## config.mk

```make
export PLATFORM = sky130hd
export DESIGN_NAME = axi_proxy_mc_flat
export DESIGN_NICKNAME = d
export VERILOG_FILES = /design/src/rtl/axi_proxy_mc_if.sv /design/src/rtl/axi_proxy_mc.sv /design/src/flat_wrapper.sv
export SDC_FILE = /design/constraint.sdc
export NUM_CORES = 1
export LEC_CHECK = 0
export CORE_AREA = 2 2 358 360
export CTS_CLUSTER_DIAMETER = 120
export CTS_CLUSTER_SIZE = 16
export DETAILED_ROUTE_END_ITERATION = 12
export DIE_AREA = 0 0 360 362
export GPL_ROUTABILITY_DRIVEN = 0
export SLEW_MARGIN = 20
export SYNTH_ARGS = -nofsm -noshare
export SYNTH_HDL_FRONTEND = slang
export SYNTH_SLANG_ARGS = --single-unit
export TNS_END_PERCENT = 20
```

## constraint.sdc

```tcl
create_clock -name clk -period 13.1 [get_ports clk]
set_input_delay 1.965 -clock clk [delete_from_list [all_inputs] [get_ports clk]]
set_output_delay 1.965 -clock clk [all_outputs]
set_load 0.02 [all_outputs]
```

## src/rtl/axi_proxy_mc_if.sv

```systemverilog
// rtl/axi_proxy_mc_if.sv - bus bundle for axi_proxy_mc: request/response streams and ASHI register port
interface axi_proxy_mc_if #(
  parameter int NUM_CH = 2,
  parameter int OUT_W  = 512,
  parameter int IN_W   = 256
);
  logic [OUT_W-1:0]  AXIS_OUT_TDATA;
  logic [NUM_CH-1:0] AXIS_OUT_TVALID;
  logic [NUM_CH-1:0] AXIS_OUT_TLAST;
  logic [NUM_CH-1:0] AXIS_OUT_TREADY;
  logic [IN_W-1:0]   AXIS_IN_TDATA;
  logic              AXIS_IN_TVALID;
  logic              AXIS_IN_TREADY;
  logic [31:0]       ashi_waddr;
  logic [31:0]       ashi_wdata;
  logic              ashi_write;
  logic [1:0]        ashi_wresp;
  logic              ashi_widle;
  logic [31:0]       ashi_raddr;
  logic              ashi_read;
  logic [31:0]       ashi_rdata;
  logic [1:0]        ashi_rresp;
  logic              ashi_ridle;

  // Proxy side: answers ASHI accesses, drives requests, consumes responses
  modport slave (
    output AXIS_OUT_TDATA, AXIS_OUT_TVALID, AXIS_OUT_TLAST,
    input  AXIS_OUT_TREADY,
    input  AXIS_IN_TDATA, AXIS_IN_TVALID,
    output AXIS_IN_TREADY,
    input  ashi_waddr, ashi_wdata, ashi_write,
    output ashi_wresp, ashi_widle,
    input  ashi_raddr, ashi_read,
    output ashi_rdata, ashi_rresp, ashi_ridle
  );

  // Environment side: issues ASHI accesses, accepts requests, returns responses
  modport master (
    input  AXIS_OUT_TDATA, AXIS_OUT_TVALID, AXIS_OUT_TLAST,
    output AXIS_OUT_TREADY,
    output AXIS_IN_TDATA, AXIS_IN_TVALID,
    input  AXIS_IN_TREADY,
    output ashi_waddr, ashi_wdata, ashi_write,
    input  ashi_wresp, ashi_widle,
    output ashi_raddr, ashi_read,
    input  ashi_rdata, ashi_rresp, ashi_ridle
  );
endinterface

```

## src/rtl/axi_proxy_mc.sv

```systemverilog
// rtl/axi_proxy_mc.sv - multi-channel ASHI-to-stream proxy with tagged responses and timeout
module axi_proxy_mc #(
  parameter int          NUM_CH          = 2,
  parameter int          OUT_W           = 512,
  parameter int          IN_W            = 256,
  parameter logic [7:0]  PKT_TYPE        = 8'h01,
  parameter logic [31:0] TIMEOUT_DEFAULT = 32'd1_000_000,
  parameter logic [31:0] PRELOAD_ADDR    = 32'h0000_1000,
  parameter logic [31:0] PRELOAD_VALU    = 32'h0000_000F
) (
  input logic            clk,
  input logic            reset,
  input logic            preload_complete,
  axi_proxy_mc_if.slave  bus
);
  typedef enum logic [1:0] {IDLE, SEND, WAIT_RESP} state_t;

  localparam logic [1:0] OKAY   = 2'd0;
  localparam logic [1:0] SLVERR = 2'd2;

  state_t            state;
  logic [31:0]       addr_reg;
  logic [NUM_CH-1:0] ch_mask;
  logic [31:0]       timeout_reg;
  logic [2:0]        status_resp;
  logic              sticky_to;
  logic              sticky_stale;
  logic [7:0]        status_tag;
  logic [7:0]        tag;
  logic [OUT_W-1:0]  tdata;
  logic [NUM_CH-1:0] tvalid;
  logic              in_tready;
  logic              pending;
  logic              cur_rd;
  logic              cur_pre;
  logic [31:0]       tcnt;
  logic [1:0]        wresp;
  logic [1:0]        rresp;
  logic [31:0]       rdata;

  logic [4:0]        widx;
  logic [4:0]        ridx;
  logic              is_idle;
  logic              pre_service;
  logic              launch_req;
  logic              launch_rd;
  logic [31:0]       launch_addr;
  logic [31:0]       launch_data;
  logic              mask_zero;
  logic              resp_hs;
  logic              resp_match;
  logic              expired;
  logic [NUM_CH-1:0] tvalid_left;
  logic [31:0]       status_word;
  logic              unused_ok;

  assign widx      = bus.ashi_waddr[6:2];
  assign ridx      = bus.ashi_raddr[6:2];
  assign is_idle   = (state == IDLE);
  assign mask_zero = (ch_mask == '0);

  // Preload only gets the IDLE slot when neither ASHI side is asking
  assign pre_service = is_idle && !bus.ashi_write && !bus.ashi_read && pending;
  assign launch_rd   = !bus.ashi_write && bus.ashi_read;
  assign launch_req  = is_idle && ((bus.ashi_write && widx == 5'd1) ||
                                   (launch_rd && ridx == 5'd1) || pre_service);
  assign launch_addr = pre_service ? PRELOAD_ADDR : addr_reg;
  assign launch_data = pre_service ? PRELOAD_VALU : (launch_rd ? 32'h0 : bus.ashi_wdata);

  assign resp_hs     = bus.AXIS_IN_TVALID && in_tready;
  assign resp_match  = resp_hs && (bus.AXIS_IN_TDATA[79:72] == tag);
  assign expired     = (timeout_reg != 32'd0) && (({1'b0, tcnt} + 33'd1) >= {1'b0, timeout_reg});
  assign tvalid_left = tvalid & ~bus.AXIS_OUT_TREADY;
  assign status_word = {8'h00, status_tag, 6'h00, sticky_stale, sticky_to, 5'h00, status_resp};

  assign bus.AXIS_OUT_TDATA  = tdata;
  assign bus.AXIS_OUT_TVALID = tvalid;
  assign bus.AXIS_OUT_TLAST  = '1;
  assign bus.AXIS_IN_TREADY  = in_tready;
  assign bus.ashi_wresp      = wresp;
  assign bus.ashi_rresp      = rresp;
  assign bus.ashi_rdata      = rdata;
  assign bus.ashi_widle      = !bus.ashi_write && is_idle;
  assign bus.ashi_ridle      = !bus.ashi_read && is_idle;

  assign unused_ok = ^{bus.ashi_waddr[31:7], bus.ashi_waddr[1:0], bus.ashi_raddr[31:7],
                       bus.ashi_raddr[1:0], bus.AXIS_IN_TDATA[IN_W-1:80],
                       bus.AXIS_IN_TDATA[71:67], bus.AXIS_IN_TDATA[31:0]};

  function automatic logic [OUT_W-1:0] build_pkt(input logic [31:0] a, input logic [31:0] d,
                                                 input logic rd, input logic [7:0] t);
    logic [OUT_W-1:0] p;
    p              = '0;
    p[31:0]        = a;
    p[63:32]       = d;
    p[64]          = rd;
    p[79:72]       = t;
    p[OUT_W-1 -: 8] = PKT_TYPE;
    return p;
  endfunction

  // Register file, request FSM, response/timeout handling and preload queueing
  always_ff @(posedge clk) begin
    if (reset) begin
      state        <= IDLE;
      addr_reg     <= 32'h0;
      ch_mask      <= '1;
      timeout_reg  <= TIMEOUT_DEFAULT;
      status_resp  <= 3'd0;
      sticky_to    <= 1'b0;
      sticky_stale <= 1'b0;
      status_tag   <= 8'd0;
      tag          <= 8'd0;
      tdata        <= '0;
      tvalid       <= '0;
      in_tready    <= 1'b0;
      pending      <= 1'b0;
      cur_rd       <= 1'b0;
      cur_pre      <= 1'b0;
      tcnt         <= 32'd0;
      wresp        <= OKAY;
      rresp        <= OKAY;
      rdata        <= 32'h0;
    end else begin
      pending <= preload_complete || (pending && !pre_service);
      case (state)
        IDLE: begin
          if (launch_req) begin
            if (mask_zero) begin
              if (pre_service) begin
                status_resp <= 3'd2;
              end else if (launch_rd) begin
                rresp <= SLVERR;
                rdata <= 32'h0;
              end else begin
                wresp <= SLVERR;
              end
            end else begin
              tag     <= tag + 8'd1;
              tdata   <= build_pkt(launch_addr, launch_data, launch_rd && !pre_service, tag + 8'd1);
              tvalid  <= ch_mask;
              cur_rd  <= launch_rd && !pre_service;
              cur_pre <= pre_service;
              state   <= SEND;
            end
          end else if (bus.ashi_write) begin
            wresp <= OKAY;
            case (widx)
              5'd0: addr_reg <= bus.ashi_wdata;
              5'd2: ch_mask <= bus.ashi_wdata[NUM_CH-1:0];
              5'd3: begin
                if (bus.ashi_wdata[31]) begin
                  sticky_to    <= 1'b0;
                  sticky_stale <= 1'b0;
                end
              end
              5'd4: timeout_reg <= bus.ashi_wdata;
              default: wresp <= SLVERR;
            endcase
          end else if (bus.ashi_read) begin
            rresp <= OKAY;
            case (ridx)
              5'd0: rdata <= addr_reg;
              5'd2: rdata <= 32'(ch_mask);
              5'd3: rdata <= status_word;
              5'd4: rdata <= timeout_reg;
              default: rresp <= SLVERR;
            endcase
          end
        end
        SEND: begin
          tvalid <= tvalid_left;
          if (tvalid_left == '0) begin
            in_tready <= 1'b1;
            tcnt      <= 32'd0;
            state     <= WAIT_RESP;
          end
        end
        WAIT_RESP: begin
          tcnt <= tcnt + 32'd1;
          if (resp_match) begin
            in_tready   <= 1'b0;
            state       <= IDLE;
            status_resp <= bus.AXIS_IN_TDATA[66:64];
            status_tag  <= tag;
            if (!cur_pre) begin
              if (cur_rd) begin
                rresp <= bus.AXIS_IN_TDATA[65:64];
                rdata <= bus.AXIS_IN_TDATA[63:32];
              end else begin
                wresp <= bus.AXIS_IN_TDATA[65:64];
              end
            end
          end else begin
            if (resp_hs) sticky_stale <= 1'b1;
            if (expired) begin
              in_tready   <= 1'b0;
              state       <= IDLE;
              status_resp <= 3'd2;
              sticky_to   <= 1'b1;
              if (!cur_pre) begin
                if (cur_rd) begin
                  rresp <= SLVERR;
                  rdata <= 32'hDEAD_DEAD;
                end else begin
                  wresp <= SLVERR;
                end
              end
            end
          end
        end
        default: state <= IDLE;
      endcase
    end
  end
endmodule

```

## src/flat_wrapper.sv

```systemverilog
// flat-port wrapper written by rule: the top's interface ports become plain ports
module axi_proxy_mc_flat 
#(
  parameter int          NUM_CH          = 2,
  parameter int          OUT_W           = 512,
  parameter int          IN_W            = 256,
  parameter logic [7:0]  PKT_TYPE        = 8'h01,
  parameter logic [31:0] TIMEOUT_DEFAULT = 32'd1_000_000,
  parameter logic [31:0] PRELOAD_ADDR    = 32'h0000_1000,
  parameter logic [31:0] PRELOAD_VALU    = 32'h0000_000F
)
  (clk, reset, preload_complete, bus_AXIS_OUT_TDATA, bus_AXIS_OUT_TVALID, bus_AXIS_OUT_TLAST, bus_AXIS_OUT_TREADY, bus_AXIS_IN_TDATA, bus_AXIS_IN_TVALID, bus_AXIS_IN_TREADY, bus_ashi_waddr, bus_ashi_wdata, bus_ashi_write, bus_ashi_wresp, bus_ashi_widle, bus_ashi_raddr, bus_ashi_read, bus_ashi_rdata, bus_ashi_rresp, bus_ashi_ridle);
  axi_proxy_mc_if #(.NUM_CH(NUM_CH), .OUT_W(OUT_W), .IN_W(IN_W)) bus_i ();
  input logic clk;
  input logic reset;
  input logic preload_complete;
  output wire logic [$bits(bus_i.AXIS_OUT_TDATA)-1:0] bus_AXIS_OUT_TDATA;
  output wire logic [$bits(bus_i.AXIS_OUT_TVALID)-1:0] bus_AXIS_OUT_TVALID;
  output wire logic [$bits(bus_i.AXIS_OUT_TLAST)-1:0] bus_AXIS_OUT_TLAST;
  input wire logic [$bits(bus_i.AXIS_OUT_TREADY)-1:0] bus_AXIS_OUT_TREADY;
  input wire logic [$bits(bus_i.AXIS_IN_TDATA)-1:0] bus_AXIS_IN_TDATA;
  input wire logic [$bits(bus_i.AXIS_IN_TVALID)-1:0] bus_AXIS_IN_TVALID;
  output wire logic [$bits(bus_i.AXIS_IN_TREADY)-1:0] bus_AXIS_IN_TREADY;
  input wire logic [$bits(bus_i.ashi_waddr)-1:0] bus_ashi_waddr;
  input wire logic [$bits(bus_i.ashi_wdata)-1:0] bus_ashi_wdata;
  input wire logic [$bits(bus_i.ashi_write)-1:0] bus_ashi_write;
  output wire logic [$bits(bus_i.ashi_wresp)-1:0] bus_ashi_wresp;
  output wire logic [$bits(bus_i.ashi_widle)-1:0] bus_ashi_widle;
  input wire logic [$bits(bus_i.ashi_raddr)-1:0] bus_ashi_raddr;
  input wire logic [$bits(bus_i.ashi_read)-1:0] bus_ashi_read;
  output wire logic [$bits(bus_i.ashi_rdata)-1:0] bus_ashi_rdata;
  output wire logic [$bits(bus_i.ashi_rresp)-1:0] bus_ashi_rresp;
  output wire logic [$bits(bus_i.ashi_ridle)-1:0] bus_ashi_ridle;
  assign bus_AXIS_OUT_TDATA = bus_i.AXIS_OUT_TDATA;
  assign bus_AXIS_OUT_TVALID = bus_i.AXIS_OUT_TVALID;
  assign bus_AXIS_OUT_TLAST = bus_i.AXIS_OUT_TLAST;
  assign bus_i.AXIS_OUT_TREADY = bus_AXIS_OUT_TREADY;
  assign bus_i.AXIS_IN_TDATA = bus_AXIS_IN_TDATA;
  assign bus_i.AXIS_IN_TVALID = bus_AXIS_IN_TVALID;
  assign bus_AXIS_IN_TREADY = bus_i.AXIS_IN_TREADY;
  assign bus_i.ashi_waddr = bus_ashi_waddr;
  assign bus_i.ashi_wdata = bus_ashi_wdata;
  assign bus_i.ashi_write = bus_ashi_write;
  assign bus_ashi_wresp = bus_i.ashi_wresp;
  assign bus_ashi_widle = bus_i.ashi_widle;
  assign bus_i.ashi_raddr = bus_ashi_raddr;
  assign bus_i.ashi_read = bus_ashi_read;
  assign bus_ashi_rdata = bus_i.ashi_rdata;
  assign bus_ashi_rresp = bus_i.ashi_rresp;
  assign bus_ashi_ridle = bus_i.ashi_ridle;
  axi_proxy_mc #(.NUM_CH(NUM_CH), .OUT_W(OUT_W), .IN_W(IN_W), .PKT_TYPE(PKT_TYPE), .TIMEOUT_DEFAULT(TIMEOUT_DEFAULT), .PRELOAD_ADDR(PRELOAD_ADDR), .PRELOAD_VALU(PRELOAD_VALU)) u_core (.clk(clk), .reset(reset), .preload_complete(preload_complete), .bus(bus_i));
endmodule
```

==> out/metrics.yaml <==
synth_top_area_share_pct: 31.5
fin_ws_ps: 7520
cts_made_buffers: 20
critPathLaunch: "bus_ashi_write"
arrival_ps: 3620
area_growth_pct: 18.9
hp-start: "u_core.bus.AXIS_OUT_TDATA[59]"
synth-seq-cells: 228
netlist_area_sq_um: 14500
setup_viol: 0
cp_common_cell: "clkdlybuf4s50_1"
routedWlPerCell_um: 17.7
fin_tns_setup_ps: 0
slowest_delay_ps: 770
skew_ps: 53.5
r2r-end: "u_core.bus.ashi_rresp[1]"
gr-total-overflow: 0
grt_pass1_wl_mm: 86.2
hold_viol: 0
critical_path_class: "input port to output pin"
post_cts_buffers: 0
yosysUniqueCellTypes: 60
h-tree-depth: 1
ant_nets: 0
dp_slack_ps: 7370
die_h_um: 362
critPathBufInv: 2
first_pass_iters: 9
relSlewSlack_pct: 32.2
drive_gt1_share_pct: 3.18
port_buffers: 207
hold_depth: 2
synth-edff-count: 0
hold_buffers: 0
outcome: "complete, no violations"
worstPathCellList: "clkdlybuf4s50_1, nor3_1, clkdlybuf4s50_1"
synth_area_per_cell_sq_um: 7.72
rows: 131
cts_resized: 0
crit_slowest_cell: "clkdlybuf4s50_1"
syn_inst: 1880
worstMarginPinSlew_ps: 1020
synth_ff_type: "dfxtp_1"
cp-start-kind: "input port"
post-synth-top-count-cell: "buf_4"
max_freq_mhz: 179
reg2reg_from: "u_core.tcnt[0]"
die_x_um: 360
powerDensity_nw_per_um2: 90.7
grt_antenna_before_repair: 32
async_flop_share_pct: 0
nets: 2403
clock_path_buffers: 3
yosysSeqAreaShare_pct: 31.5
clock_sinks: 228
synthTopCellsByArea: "dfxtp_1 31%, buf_4 23%, a21oi_1 6.4%"
start_util_pct: 11.5
cp_top_family: "buffers and inverters"
hp-class: "register to register"
routed_wl_mm: 65.0
dieArea_sq_um: 130000
reg2reg_depth: 17
fin_crit_sh_pct: 42.6
ios: 915
ir_drop_uv: 81.3
path_clk_slew_ps: 70
yosys.area.top_type: "dfxtp_1"
post-route-min-period_ps: 5580
slew_viol_final: 0
cp.required_ps: 11140
p_leak_nw: 6.25
clk_latency_ps: 550
grt_pass1_vias: 10500
rsz0062_at_grt: "false"
track_usage_pct: 9.39
endpoint_kind: "output pin"
ys_warn_count: 0
r2r_slack_ps: 7600
largest_reg_flops: 67
cts_root_buffer: "clkbuf_16"
finalPower_mw: 1.57
cts_tree: "built"
holdPathEnd: "u_core.bus.AXIS_OUT_TDATA[59]"
crit_path_max_fanout: 4
detailed_place_hpwl_mm: 52.0
drc: 0
vias: 12300
core_area_sq_um: 127000
grt_max_degree: 123
vias_per_cell: 3.35
maxCapViolCount: 0
ys_top_cells_by_count: "450 x buf_4, 228 x dfxtp_1, 228 x nand2_1, 186 x a21oi_1, 102 x nor2_1"
drt_iter0_markers: 1076
## where the power goes
part / internal (mW) / leakage (nW) / switching [mW]
registers: 0.700 / 1.84 / 0.00750
logic: 0.0529 / 4.12 / 0.208
clock network: 0.290 / 0.284 / 0.307
total: 1.04 / 6.25 / 0.523
## kinds of logic (layout without fill, tap and decap cells)
logic type,Yosys count,after routing,share of synthesized area (%)
buffers and inverters,596,292,27.4
multiplexers,6,6,0.414
other,2,445,0.0517
AND/OR/NAND/NOR,559,559,17.9
XOR/XNOR,45,45,2.72
AO/OA/AOI/OAI,410,410,17.1
adder cells (fa/ha/maj),34,34,2.93
flip-flops,228,228,31.5
## worst register-to-register path: stages, from the launching register on
cell     delay (ps)
dfxtp_1         460
ha_1            320
nand4_2         190
or2_2           380
nor2_1          270
and3_1          290
and3_1          280
nand3_1         140
xnor2_1         150
ha_1            340
nand4_1         230
nor4_1          850
a41oi_1         240
nand2_1         150
o31ai_1         110
o21ai_0         540
and3_1          320
mux2i_1         190
## placed cells by master, fill, tap and decap left out, drive strengths merged, types with 4 or more instances in the layout
cell,netlist,final
a211o,7,7
a211oi,4,4
a21o,8,8
a21oi,186,186
a222oi,13,13
a22oi,31,31
a311oi,7,7
and2,7,7
and3,11,11
buf,468,21
clkbuf,90,23
clkdlybuf4s50,0,206
conb,2,440
dfxtp,228,228
diode,0,5
ha,34,34
inv,38,39
mux2i,6,6
nand2,228,228
nand2b,9,9
nand3,87,87
nand3b,6,6
nand4,17,17
nor2,102,102
nor2b,39,39
nor3,16,16
nor4,15,15
o21a,4,4
o21ai,100,100
o41ai,33,33
or2,4,4
or3,9,9
xnor2,21,21
xor2,24,24
## metal layers
metal  part of all wire, %  up-vias  global-route usage, %  routed length [um]
li1                      -     5756                      -                   -
met1                    41     5766                   12.0               26800
met2                    41      681                   13.7               26900
met3                    15       87                   5.27                9780
met4                   2.0       30                   1.81                1290
met5                  0.29        -                      0                 186
## worst max-delay path by stage
stage | to | slack [ps] | depth (start not counted)
floorplan | bus_ashi_widle | 8570 | 1
global placement | u_core.bus.AXIS_OUT_TDATA[1] | 7360 | 9
detailed placement | u_core.bus.AXIS_OUT_TDATA[1] | 7370 | 9
CTS | bus_ashi_widle | 7470 | 3
global route | u_core.bus.ashi_rdata[17] | 7180 | 18
finish | bus_ashi_widle | 7520 | 3
## per-stage QoR
stage	util [%]	std cells	area (sq um)	hold WS, ps
after floorplan	-	2318	16200	436
after global placement	13.2	3649	16700	438
after detailed placement	13.2	3649	16700	446
after CTS	13.6	3676	17200	454
after global routing	13.6	3676	17200	480
final	13.6	3681	17300	454
## final cells by class
type                       instances  area, sq um
tap                             1662         2080
antenna                            5         12.5
clock buffer                      23          522
clock inverter                     4         65.1
fill                           14500       109000
timing repair buffer             227         2220
multi-input combinational       1494         7650
sequential                       228         4560
inverter                          38          143
(Power assumes the default switching activity.)
